## src/rtl/riscv_mc_controller.sv

```systemverilog
// Main control FSM for the multicycle RV32I core.
// Optional MEM_WAIT_EN: FETCH/MEMREAD/MEMWRITE stall until mem_ready.
module riscv_mc_controller (
    input  logic       clk,
    input  logic       rst,
    input  logic [6:0] opcode,
    input  logic [2:0] funct3,
    input  logic [3:0] nzcv,
    input  logic       mem_ready,
    output logic       PCWrite,
    output logic       AdrSrc,
    output logic       MemWrite,
    output logic       IRWrite,
    output logic       RegWrite,
    output logic [1:0] ResultSrc,
    output logic [1:0] ALUSrcA,
    output logic [1:0] ALUSrcB,
    output logic [1:0] ALUOp,
    output logic [2:0] ImmSrc,
    output logic       illegal,
    output logic [3:0] state
);

    typedef enum logic [3:0] {
        S_FETCH    = 4'd0,
        S_DECODE   = 4'd1,
        S_MEMADR   = 4'd2,
        S_MEMREAD  = 4'd3,
        S_MEMWB    = 4'd4,
        S_MEMWRITE = 4'd5,
        S_EXECR    = 4'd6,
        S_EXECI    = 4'd7,
        S_ALUWB    = 4'd8,
        S_BRANCH   = 4'd9,
        S_JAL      = 4'd10,
        S_JALR     = 4'd11,
        S_LUI      = 4'd12,
        S_AUIPC    = 4'd13,
        S_TRAP     = 4'd14
    } state_t;

    localparam logic [6:0] OP_LOAD  = 7'b0000011;
    localparam logic [6:0] OP_STORE = 7'b0100011;
    localparam logic [6:0] OP_R     = 7'b0110011;
    localparam logic [6:0] OP_I     = 7'b0010011;
    localparam logic [6:0] OP_BR    = 7'b1100011;
    localparam logic [6:0] OP_JAL   = 7'b1101111;
    localparam logic [6:0] OP_JALR  = 7'b1100111;
    localparam logic [6:0] OP_LUI   = 7'b0110111;
    localparam logic [6:0] OP_AUIPC = 7'b0010111;

    state_t st, st_n, dec;
    logic   mem_go;
    logic   taken;

`ifdef MEM_WAIT_EN
    assign mem_go = mem_ready;
`else
    logic unused_mem_ready;
    assign mem_go           = 1'b1;
    assign unused_mem_ready = mem_ready;
`endif

    assign state = st;

    always_ff @(posedge clk) begin
        if (rst) st <= S_FETCH;
        else     st <= st_n;
    end

    always_comb begin
        st_n = st;
        unique case (st)
            S_FETCH:    st_n = mem_go ? S_DECODE : S_FETCH;
            S_DECODE: begin
                case (opcode)
                    OP_LOAD, OP_STORE: st_n = S_MEMADR;
                    OP_R:              st_n = S_EXECR;
                    OP_I:              st_n = S_EXECI;
                    OP_BR:             st_n = S_BRANCH;
                    OP_JAL:            st_n = S_JAL;
                    OP_JALR:           st_n = S_JALR;
                    OP_LUI:            st_n = S_LUI;
                    OP_AUIPC:          st_n = S_AUIPC;
                    default:           st_n = S_TRAP;
                endcase
            end
            S_MEMADR:   st_n = (opcode == OP_LOAD) ? S_MEMREAD : S_MEMWRITE;
            S_MEMREAD:  st_n = mem_go ? S_MEMWB : S_MEMREAD;
            S_MEMWB:    st_n = S_FETCH;
            S_MEMWRITE: st_n = mem_go ? S_FETCH : S_MEMWRITE;
            S_EXECR:    st_n = S_ALUWB;
            S_EXECI:    st_n = S_ALUWB;
            S_ALUWB:    st_n = S_FETCH;
            S_BRANCH:   st_n = S_FETCH;
            S_JAL:      st_n = S_ALUWB;
            S_JALR:     st_n = S_JAL;
            S_LUI:      st_n = S_ALUWB;
            S_AUIPC:    st_n = S_ALUWB;
            S_TRAP:     st_n = S_TRAP;
            default:    st_n = S_FETCH;
        endcase
    end

    // nzcv = {N,Z,C,V}; C=1 means no borrow
    always_comb begin
        taken = 1'b0;
        case (funct3)
            3'b000:  taken = nzcv[2];
            3'b001:  taken = ~nzcv[2];
            3'b100:  taken = nzcv[3] ^ nzcv[0];
            3'b101:  taken = ~(nzcv[3] ^ nzcv[0]);
            3'b110:  taken = ~nzcv[1];
            3'b111:  taken = nzcv[1];
            default: taken = 1'b0;
        endcase
    end

    always_comb begin
        ImmSrc = 3'b000;
        case (opcode)
            OP_STORE:        ImmSrc = 3'b001;
            OP_BR:           ImmSrc = 3'b010;
            OP_JAL:          ImmSrc = 3'b011;
            OP_LUI, OP_AUIPC: ImmSrc = 3'b100;
            default:         ImmSrc = 3'b000;
        endcase
    end

    // Under reset the mux selects follow FETCH but no state is written
    assign dec = rst ? S_FETCH : st;

    always_comb begin
        PCWrite   = 1'b0;
        AdrSrc    = 1'b0;
        MemWrite  = 1'b0;
        IRWrite   = 1'b0;
        RegWrite  = 1'b0;
        ResultSrc = 2'b00;
        ALUSrcA   = 2'b00;
        ALUSrcB   = 2'b00;
        ALUOp     = 2'b00;
        illegal   = 1'b0;
        unique case (dec)
            S_FETCH: begin
                IRWrite   = mem_go;
                PCWrite   = mem_go;
                ALUSrcB   = 2'b10;
                ResultSrc = 2'b10;
            end
            S_DECODE: begin
                ALUSrcA = 2'b01;
                ALUSrcB = 2'b01;
            end
            S_MEMADR: begin
                ALUSrcA = 2'b10;
                ALUSrcB = 2'b01;
            end
            S_MEMREAD:  AdrSrc = 1'b1;
            S_MEMWB: begin
                ResultSrc = 2'b01;
                RegWrite  = 1'b1;
            end
            S_MEMWRITE: begin
                AdrSrc   = 1'b1;
                MemWrite = 1'b1;
            end
            S_EXECR: begin
                ALUSrcA = 2'b10;
                ALUOp   = 2'b10;
            end
            S_EXECI: begin
                ALUSrcA = 2'b10;
                ALUSrcB = 2'b01;
                ALUOp   = 2'b10;
            end
            S_ALUWB:    RegWrite = 1'b1;
            S_BRANCH: begin
                ALUSrcA = 2'b10;
                ALUOp   = 2'b01;
                PCWrite = taken;
            end
            S_JAL: begin
                ALUSrcA = 2'b01;
                ALUSrcB = 2'b10;
                PCWrite = 1'b1;
            end
            S_JALR: begin
                ALUSrcA = 2'b10;
                ALUSrcB = 2'b01;
            end
            S_LUI: begin
                ALUSrcA = 2'b11;
                ALUSrcB = 2'b01;
            end
            S_AUIPC: begin
                ALUSrcA = 2'b01;
                ALUSrcB = 2'b01;
            end
            S_TRAP:     illegal = 1'b1;
            default: ;
        endcase
        if (rst) begin
            PCWrite  = 1'b0;
            IRWrite  = 1'b0;
            MemWrite = 1'b0;
            RegWrite = 1'b0;
        end
    end

endmodule
```

## config.mk

```make
export PLATFORM = sky130hd
export DESIGN_NAME = riscv_mc_controller
export DESIGN_NICKNAME = d
export VERILOG_FILES = /design/src/rtl/riscv_mc_controller.sv
export SDC_FILE = /design/constraint.sdc
export NUM_CORES = 1
export LEC_CHECK = 0
export CAP_MARGIN = 5
export CORE_MARGIN = 2
export CORE_UTILIZATION = 41
export CTS_CLUSTER_DIAMETER = 200
export DETAILED_ROUTE_END_ITERATION = 12
export PLACE_DENSITY_LB_ADDON = 0.15
export SLEW_MARGIN = 0
export SYNTH_ARGS = -nofsm -noshare
export SYNTH_HDL_FRONTEND = slang
export SYNTH_SLANG_ARGS = --single-unit
```

## constraint.sdc

```tcl
create_clock -name clk -period 3.2 [get_ports clk]
set_clock_uncertainty 0.15 [all_clocks]
set_input_delay 0.32 -clock clk [delete_from_list [all_inputs] [get_ports clk]]
set_output_delay 0.32 -clock clk [all_outputs]
set_load 0.05 [all_outputs]
```

### Word level (Yosys, flattened, before mapping)

Cells that the tools add are included.

| operators by class | value |
|---|---|
| equal/unequal tests | 38 |
| reductions and logical operators | 13 |
| bitwise logic cells | 4 |
| mux-type cells | 20 |

Operators by type and width:

| cell | number |
|---|---|
| $eq 4x4->1 const B | 12 |
| $pmux 4 s8 | 1 |
| $pmux 4 s7 | 1 |
| $eq 4x3->1 const B | 6 |
| $eq 7x6->1 const B | 3 |
| $eq 7x7->1 const B | 3 |
| $eq 4x2->1 const B | 4 |
| $eq 7x5->1 const B | 2 |
| $eq 3x3->1 const B | 4 |
| $pmux 2 s2 | 3 |
| $pmux 3 s4 | 1 |
| $reduce_or 2->1 | 6 |
| $reduce_or 5->1 | 2 |
| $mux 1 | 9 |
| $eq 4x1->1 const B | 2 |
| $logic_not 4->1 | 2 |
| $eq 7x2->1 const B | 1 |
| $pmux 1 s6 | 1 |
| $pmux 2 s3 | 1 |
| $reduce_or 6->1 | 1 |
| $mux 4 | 1 |
| $eq 3x1->1 const B | 1 |
| $logic_not 3->1 | 1 |
| $mux 3 | 1 |
| 4 further kinds | 6 |

| storage, ports and cells | value |
|---|---|
| word-level logic and storage cells | 76 |
| register bits | 4 |
| output and inout bits | 21 |
| input port bits | 17 |

### Logic depth before layout (Yosys ltp)

Gate-level depths: netlist of the first run.

| depth | value |
|---|---|
| depth after elaboration | 5 |
| depth in mapped cells | 6 |
| mapped depth without buffers | 4 |

### Worst setup path before layout of the first run

Ideal clock, no wire load.

| path | value |
|---|---|
| path kind | register to output |
| from | register st[3] (netlist: state[3]) |
| to | output PCWrite |
| arrival time | 2939 ps |
| required time | 2730 ps |
| slack | -209 ps |
| stages on the path, launching flop included | 6 |
| buffers on the path | 1 |
| path through | dfxtp_1 -> buf_2 -> inv_1 -> nor4_2 -> o21ai_1 -> o22ai_1 |

| between the ends | value |
|---|---|
| cells in the longest elaborated chain, start to end | 5 |
| elaborated cells between the ends (all ways) | 7 |
| those cells by class | 2 x eq/ne; 3 x mux; 2 x reduce/logical |

RTL lines:

| what | line | source |
|---|---|---|
| start, declared | 52 | `state_t st, st_n, dec;` |
| start signal, assigned | 68 | `else st <= st_n;` |
| $mux 4 * | 131 | `assign dec = rst ? S_FETCH : st;` |
| $eq 4x4->1 or $logic_not 4->1 (tied branches) | 144 | `unique case (dec)` |
| $reduce_or 2->1 (no line) | n/a |  |
| $pmux 1 s2 * | 144 |  |
| $mux 1 * | 203 | `if (rst) begin` |
| end, declared | 10 | `output logic PCWrite,` |

Every way passes the cells marked *; elsewhere a longest branch is shown, timed or not.

### Final worst setup path of the first run

| path | value |
|---|---|
| from | register st[1] (netlist: state[1]) |
| to | output ALUSrcB[0] |

| between the ends | value |
|---|---|
| cells in the longest elaborated chain, start to end | 4 |
| elaborated cells between the ends (all ways) | 12 |
| those cells by class | 7 x eq/ne; 2 x mux; 3 x reduce/logical |

RTL lines:

| what | line | source |
|---|---|---|
| $mux 4 * | 131 |  |
| $eq 4x3->1, or another cell as far along | 144 |  |
| $reduce_or 6->1 (no line) or $reduce_or 2->1 (tied branches) | n/a |  |
| $pmux 2 s2 * | 144 |  |
| end, declared | 17 | `output logic [1:0] ALUSrcB,` |

Marked as above.

==> flow_summary.yaml, run 1 <==
status:
  run_status: "completed"
power:
  power_report.internal_total_mw: 0.351
  cellLeakagePower_nw: 0.347
  power_frac_clock_pct: 7.2
  p_switching_mw: 0.515
  max-vdd-ir-drop_v: 0.000316
  power_frac_comb_pct: 75.3
  pwr_density_cell_mw_per_mm2: 812
  switching_share_pct: 59.4
  seqPwrFrac_pct: 17.4
cells_and_area:
  diodes: 0
  area.growth.synth_to_final_pct: 55.8
  fin_nets: 153
  drive_gt1_share_pct: 11.2
  commonest_cells_after_routing_fill_and_taps_aside: "35 x sky130_fd_sc_hd__clkdlybuf4s50_1, 11 x sky130_fd_sc_hd__nand2_1, 9 x sky130_fd_sc_hd__a21oi_1"
  mostFrequentLayoutCell: "sky130_fd_sc_hd__clkdlybuf4s50_1"
  post_layout_nonfiller_instances: 150
  filler_cell_count: 140
  finish.instance_area_mm2: 0.00107
  flip_flop_count_of_the_largest_register_after_layout: 4
job:
  maximum_capacitance_violations: 0
die:
  height_of_the_chip_um: 44.9
  die_w_um: 44.9
  core_area_mm2: 0.00154
  floorplan.initialDensity_pct: 44.4
  placement_rows: 14
  floorplan.die_area_mm2: 0.00201
  total_i_o_pin_count: 38
clocking:
  cts-resized-gates: 0
  cts-buffers-inserted: 3
  cts_root_buf: "sky130_fd_sc_hd__clkbuf_4"
  worstSkewPairLatency_ps: 240
  cts_max_level: 1
  cts.clk_slew.worst_paths_ps: 40
  cts.sink_count: 4
  holdBufCountCts: 0
  clock_path_buffers: 2
  clock_tree_from_tritoncts: "built"
  postCtsSetupBuffers: 0
placed_design:
  dpl_cell_area_mm2: 0.00104
  detailed_place_hpwl_mm: 1.32
  gp_congestion: 0.726
  place_inst: 147
  numPortBuffers: 36
worst_setup_path:
  cpLargestDelayFamily: "buffers and inverters"
  worst_path_largest_cell_delay_ps: 840
  rr_startpoint: "state[1]"
  regToRegEndpoint: "state[1]"
  worstRegToRegCells: 4
  critPathLaunchType: "flip-flop"
  worst-setup-path-type: "flip-flop to output port"
  critPathCaptureType: "output port"
  worstPathMaxFanout: 20
  regToRegSetupSlack_ps: 1290
  required_ps: 2730
  timing.critical_path.slowest_stage_cell: "sky130_fd_sc_hd__clkdlybuf4s50_1"
  crit_buf_inv: 1
  cp.depth: 4
  cp_data_arrival_time_ps: 2430
  crit_path_cell_trace: "xnor2_1, a221oi_1, a311oi_1, clkdlybuf4s50_1"
timing:
  pins_over_slew_limit: 0
  timing.hold.ws_ps: 544
  max_clock_freq_mhz: 345
  timing_worst_slew_pin_value_ps: 680
  maxSlewHeadroom_pct: 54.6
  unrepaired_setup_endpoints_after_global_routing: "false"
  period_utilisation_layout_pct: 90.5
  timing.final.crit_period_ps: 2900
  setup_violations: 0
  setup-tns-final_ps: 0
  number_of_hold_slack_violations_in_the_final_timing_report: 0
detailed_routing:
  routed_wl_mm: 1.71
  vias_per_cell: 5.64
  detail_route.drc_violations: 0
  drt.antenna.violating_nets: 0
  drt_pre_antenna_iters: 4
  routed_wire_length_per_instance_um: 11.4
  routed-via-count: 846
  drtIter0Drc: 12
hold_path:
  whs_path_depth: 2
  hold_path_end: "state[3]"
  min_from: "state[3]"
  hold_path.class: "flip-flop to flip-flop"
yosys:
  synth.cell_area_um2: 684
  syn-mean-instance-area_um2: 6.71
  yosys_warnings: 0
  count_of_distinct_cell_types_in_the_synthesized_netlist: 39
  synth.yosys.seq_area_share_pct: 11.7
  synth_seq_cells: 4
  synth_nets: 119
  netlist_instances: 102
global_routing:
  global_route.usage.total_pct: 17.9
  via_count_of_the_first_global_routing_pass: 703
  grt_start_max_net_pins: 21
  global_route_wire_length_before_repair_mm: 2.77
  antenna_found_initial: 0
  grt_remaining_overflow: 0
## power groups by stage
stage | Combinational [mW] | Clock (mW) | Sequential [mW]
5_1_grt | 0.692 | 0.0689 | 0.160
2_1_floorplan | 0.482 | 0 | 0.143
3_3_place_gp | 0.645 | 0 | 0.149
6_report | 0.652 | 0.0625 | 0.151
4_1_cts | 0.654 | 0.0636 | 0.149
3_5_place_dp | 0.652 | 0 | 0.150
## cells by family (layout without fill, tap and decap cells)
group	after synthesis	after routing	synth area share, %
AND/OR/NAND/NOR	51	51	44.1
AO/OA/AOI/OAI	28	28	26.3
buffers and inverters	12	44	8.96
XOR/XNOR	7	7	8.96
flip-flops	4	4	11.7
## layer usage
layer,global-route usage [%],part of all wire [%]
met5,0,0
met4,5.29,0.64
met3,3.20,5.4
met2,31.6,50
met1,22.1,43
## Yosys cell counts
library cell | count | share of area (%)
sky130_fd_sc_hd__nand2_1 | 11 | 6.0
sky130_fd_sc_hd__a21oi_1 | 9 | 6.6
sky130_fd_sc_hd__buf_2 | 7 | 5.1
sky130_fd_sc_hd__nor2_1 | 7 | 3.8
sky130_fd_sc_hd__xnor2_1 | 6 | 7.7
sky130_fd_sc_hd__nand2b_1 | 5 | 4.6
sky130_fd_sc_hd__dfxtp_1 | 4 | 12
sky130_fd_sc_hd__nand3b_1 | 4 | 4.4
sky130_fd_sc_hd__nor3_1 | 4 | 2.9
sky130_fd_sc_hd__nor4_1 | 4 | 3.7
sky130_fd_sc_hd__o21ai_0 | 4 | 2.9
sky130_fd_sc_hd__nand3_1 | 3 | 2.2
sky130_fd_sc_hd__or3_1 | 3 | 2.7
sky130_fd_sc_hd__a21o_1 | 2 | 2.2
sky130_fd_sc_hd__a221oi_1 | 2 | 2.6
sky130_fd_sc_hd__buf_4 | 2 | 2.2
sky130_fd_sc_hd__clkbuf_1 | 2 | 1.1
sky130_fd_sc_hd__o22ai_1 | 2 | 1.8
sky130_fd_sc_hd__a211o_1 | 1 | 1.3
sky130_fd_sc_hd__a311oi_1 | 1 | 1.3
sky130_fd_sc_hd__a31o_2 | 1 | 1.3
sky130_fd_sc_hd__a31oi_1 | 1 | 0.91
sky130_fd_sc_hd__and3_1 | 1 | 0.91
sky130_fd_sc_hd__inv_1 | 1 | 0.55
sky130_fd_sc_hd__nand2b_2 | 1 | 1.3
sky130_fd_sc_hd__nor2_2 | 1 | 0.91
sky130_fd_sc_hd__nor2b_1 | 1 | 0.91
sky130_fd_sc_hd__nor3b_1 | 1 | 1.1
sky130_fd_sc_hd__nor4_2 | 1 | 1.8
sky130_fd_sc_hd__nor4_4 | 1 | 3.1
sky130_fd_sc_hd__o21ai_1 | 1 | 0.73
sky130_fd_sc_hd__o21bai_1 | 1 | 1.1
sky130_fd_sc_hd__o311ai_0 | 1 | 1.3
sky130_fd_sc_hd__o31ai_1 | 1 | 1.1
sky130_fd_sc_hd__o32ai_1 | 1 | 1.3
sky130_fd_sc_hd__or2_1 | 1 | 0.91
sky130_fd_sc_hd__or3_2 | 1 | 1.1
sky130_fd_sc_hd__or4_4 | 1 | 1.6
sky130_fd_sc_hd__xor2_1 | 1 | 1.3
## tightest hold or removal path: cells and delay by family (launching register included)
family / cells / cell delay [ps]
AOI/OAI and AO/OA: 2 / 250
DFF: 1 / 380
## how the worst max path moves through the flow
stage | from | to | slack, ps
4_1_cts | state[1] | ALUSrcB[0] | 320
3_3_place_gp | opcode[3] | ImmSrc[0] | 460
6_report | state[1] | ALUSrcB[0] | 300
5_1_grt | state[1] | ALUSrcB[0] | 190
3_5_place_dp | opcode[3] | ImmSrc[0] | 450
2_1_floorplan | state[1] | illegal | 30
## per-stage QoR
step | utilization, % | setup slack (ps) | power, mW
3_3_place_gp | 67.7 | 457 | 0.794
3_5_place_dp | 67.7 | 446 | 0.802
5_1_grt | 69.2 | 189 | 0.921
2_1_floorplan | - | 34.0 | 0.625
4_1_cts | 69.2 | 316 | 0.867
6_report | 69.2 | 303 | 0.866
## area by class of cell
type / count / area, µm² / area share (%)
multi-input combinational: 86 / 552 / 51.8
timing repair buffer: 40 / 388 / 36.4
sequential: 4 / 80.1 / 7.51
clock buffer: 3 / 22.5 / 2.11
tap: 16 / 20.0 / 1.88
inverter: 1 / 3.75 / 0.352
No activity file was read; power rests on OpenSTA's default activity.
==> run 2: changes to the inputs <==
CORE_MARGIN = 5   (was 2)
==> run 2 against run 1 <==
Net effect: core utilization decreased by 0.16 points; clock power decreased by 2%; clock-buffer cell count unchanged; via count increased by 0.47%; register-to-register slack improved by 150 ps; highest routed layer is now met3.
==> flow_summary.yaml, run 2 (synthesized netlist as in run 1, its figures left out) <==
status:
  run_status: "completed"
power:
  cellLeakagePower_nw: 0.349
  max-vdd-ir-drop_v: 0.000343
  pwr_density_cell_mw_per_mm2: 819
detailed_routing:
  met1Wirelength_um: 786
  vias_per_cell: 5.67
  routed_wl_mm: 1.84
  detail_route.drc_violations: 0
  drtIter0Drc: 10
  drt.antenna.violating_nets: 0
  top_layer_used: "met3"
  met2WireLength_um: 941
  route.met3.wl_um: 108
  routed-via-count: 850
  routed_wire_length_per_instance_um: 12.2
  drt_pre_antenna_iters: 4
hold_path:
  min_from: "state[3]"
  hold_path.class: "flip-flop to flip-flop"
worst_setup_path:
  setup.worst_path.end: "ALUSrcB[0]"
  critPathCaptureType: "output port"
  cp_data_arrival_time_ps: 2380
  required_ps: 2730
  regToRegSetupSlack_ps: 1440
  worstRegToRegCells: 4
  rr_startpoint: "state[1]"
  worst-setup-path-type: "flip-flop to output port"
  worstPathMaxFanout: 17
  critPathLaunchType: "flip-flop"
  regToRegEndpoint: "state[1]"
  worst_setup_path_startpoint: "state[2]"
placed_design:
  numPortBuffers: 36
  gp_congestion: 0.808
  detailed_place_hpwl_mm: 1.42
die:
  total_i_o_pin_count: 38
  core_area_mm2: 0.00154
  floorplan.initialDensity_pct: 44.4
  floorplan.die_area_mm2: 0.00259
  placement_rows: 14
  die_w_um: 50.9
  height_of_the_chip_um: 50.9
clocking:
  worstSkewPairLatency_ps: 230
  clock_tree_from_tritoncts: "built"
  cts.clk_slew.worst_paths_ps: 40
  postCtsSetupBuffers: 0
  cts-resized-gates: 0
  cts.sink_count: 4
  cts-buffers-inserted: 3
  holdBufCountCts: 0
  cts_max_level: 1
  clock_path_buffers: 2
  cts_root_buf: "sky130_fd_sc_hd__clkbuf_4"
global_routing:
  global_route_wire_length_before_repair_mm: 2.96
  global_route.usage.total_pct: 13.9
  grt_remaining_overflow: 0
  via_count_of_the_first_global_routing_pass: 730
  grt_start_max_net_pins: 20
  antenna_found_initial: 0
cells_and_area:
  diodes: 0
  area.growth.synth_to_final_pct: 55.4
  commonest_cells_after_routing_fill_and_taps_aside: "34 x sky130_fd_sc_hd__clkdlybuf4s50_1, 11 x sky130_fd_sc_hd__nand2_1, 9 x sky130_fd_sc_hd__a21oi_1"
  fin_nets: 153
  utilization_pct: 69.0
  filler_cell_count: 141
  drive_gt1_share_pct: 11.9
  mostFrequentLayoutCell: "sky130_fd_sc_hd__clkdlybuf4s50_1"
  flip_flop_count_of_the_largest_register_after_layout: 4
timing:
  maxSlewHeadroom_pct: 57.4
  timing.final.crit_period_ps: 2850
  period_utilisation_layout_pct: 89.1
  setup_violations: 0
  pins_over_slew_limit: 0
  setup-tns-final_ps: 0
  number_of_hold_slack_violations_in_the_final_timing_report: 0
  timing_worst_slew_pin_value_ps: 638
  unrepaired_setup_endpoints_after_global_routing: "false"
  max_clock_freq_mhz: 351
job:
  maximum_capacitance_violations: 0
==> run 2: worst max-delay path, stage by stage, from the launching register on <==
cell	delay (ps)
sky130_fd_sc_hd__dfxtp_1	720
sky130_fd_sc_hd__xnor2_1	220
sky130_fd_sc_hd__a221oi_1	110
sky130_fd_sc_hd__a311oi_1	260
sky130_fd_sc_hd__clkdlybuf4s50_1	840
==> run 2: layer usage <==
layer	up-vias	track usage, %
li1	445	-
met2	25	25.4
met3	0	2.33
met4	0	6.38
met5	-	0
met1	380	15.3
==> run 2: layout make-up <==
| class | count | area [µm²] | area share, % |
|---|---|---|---|
| clock buffers | 3 | 22.5 | 2.12 |
| inverters | 1 | 3.75 | 0.353 |
| multi-input cells | 86 | 552 | 51.9 |
| flip-flops and latches | 4 | 80.1 | 7.53 |
| well taps | 16 | 20.0 | 1.88 |
| repair buffers | 40 | 385 | 36.2 |
==> run 2: power by group <==
part	internal (mW)	total, mW	switching [mW]
sequential	0.0694	0.135	0.0654
clock	0.0419	0.0615	0.0196
combinational	0.244	0.675	0.431
total	0.355	0.871	0.516
==> run 2: worst min-delay path by stage <==
stage	depth (start not counted)	to
2_1_floorplan	2	state[1]
3_3_place_gp	3	state[0]
3_5_place_dp	3	state[0]
4_1_cts	3	state[0]
5_1_grt	3	state[0]
6_report	3	state[0]
==> run 2: per-stage QoR <==
| step | cells | instance area (µm²) | total power, mW | setup slack, ps | hold slack [ps] |
|---|---|---|---|---|---|
| CTS | 150 | 1060 | 0.875 | 349 | 501 |
| floorplan | 102 | 693 | 0.625 | 34.0 | 355 |
| global route | 150 | 1060 | 0.927 | 234 | 576 |
| detailed placement | 147 | 1040 | 0.812 | 500 | 498 |
| finish | 150 | 1060 | 0.871 | 349 | 513 |
| global placement | 147 | 1040 | 0.803 | 503 | 494 |
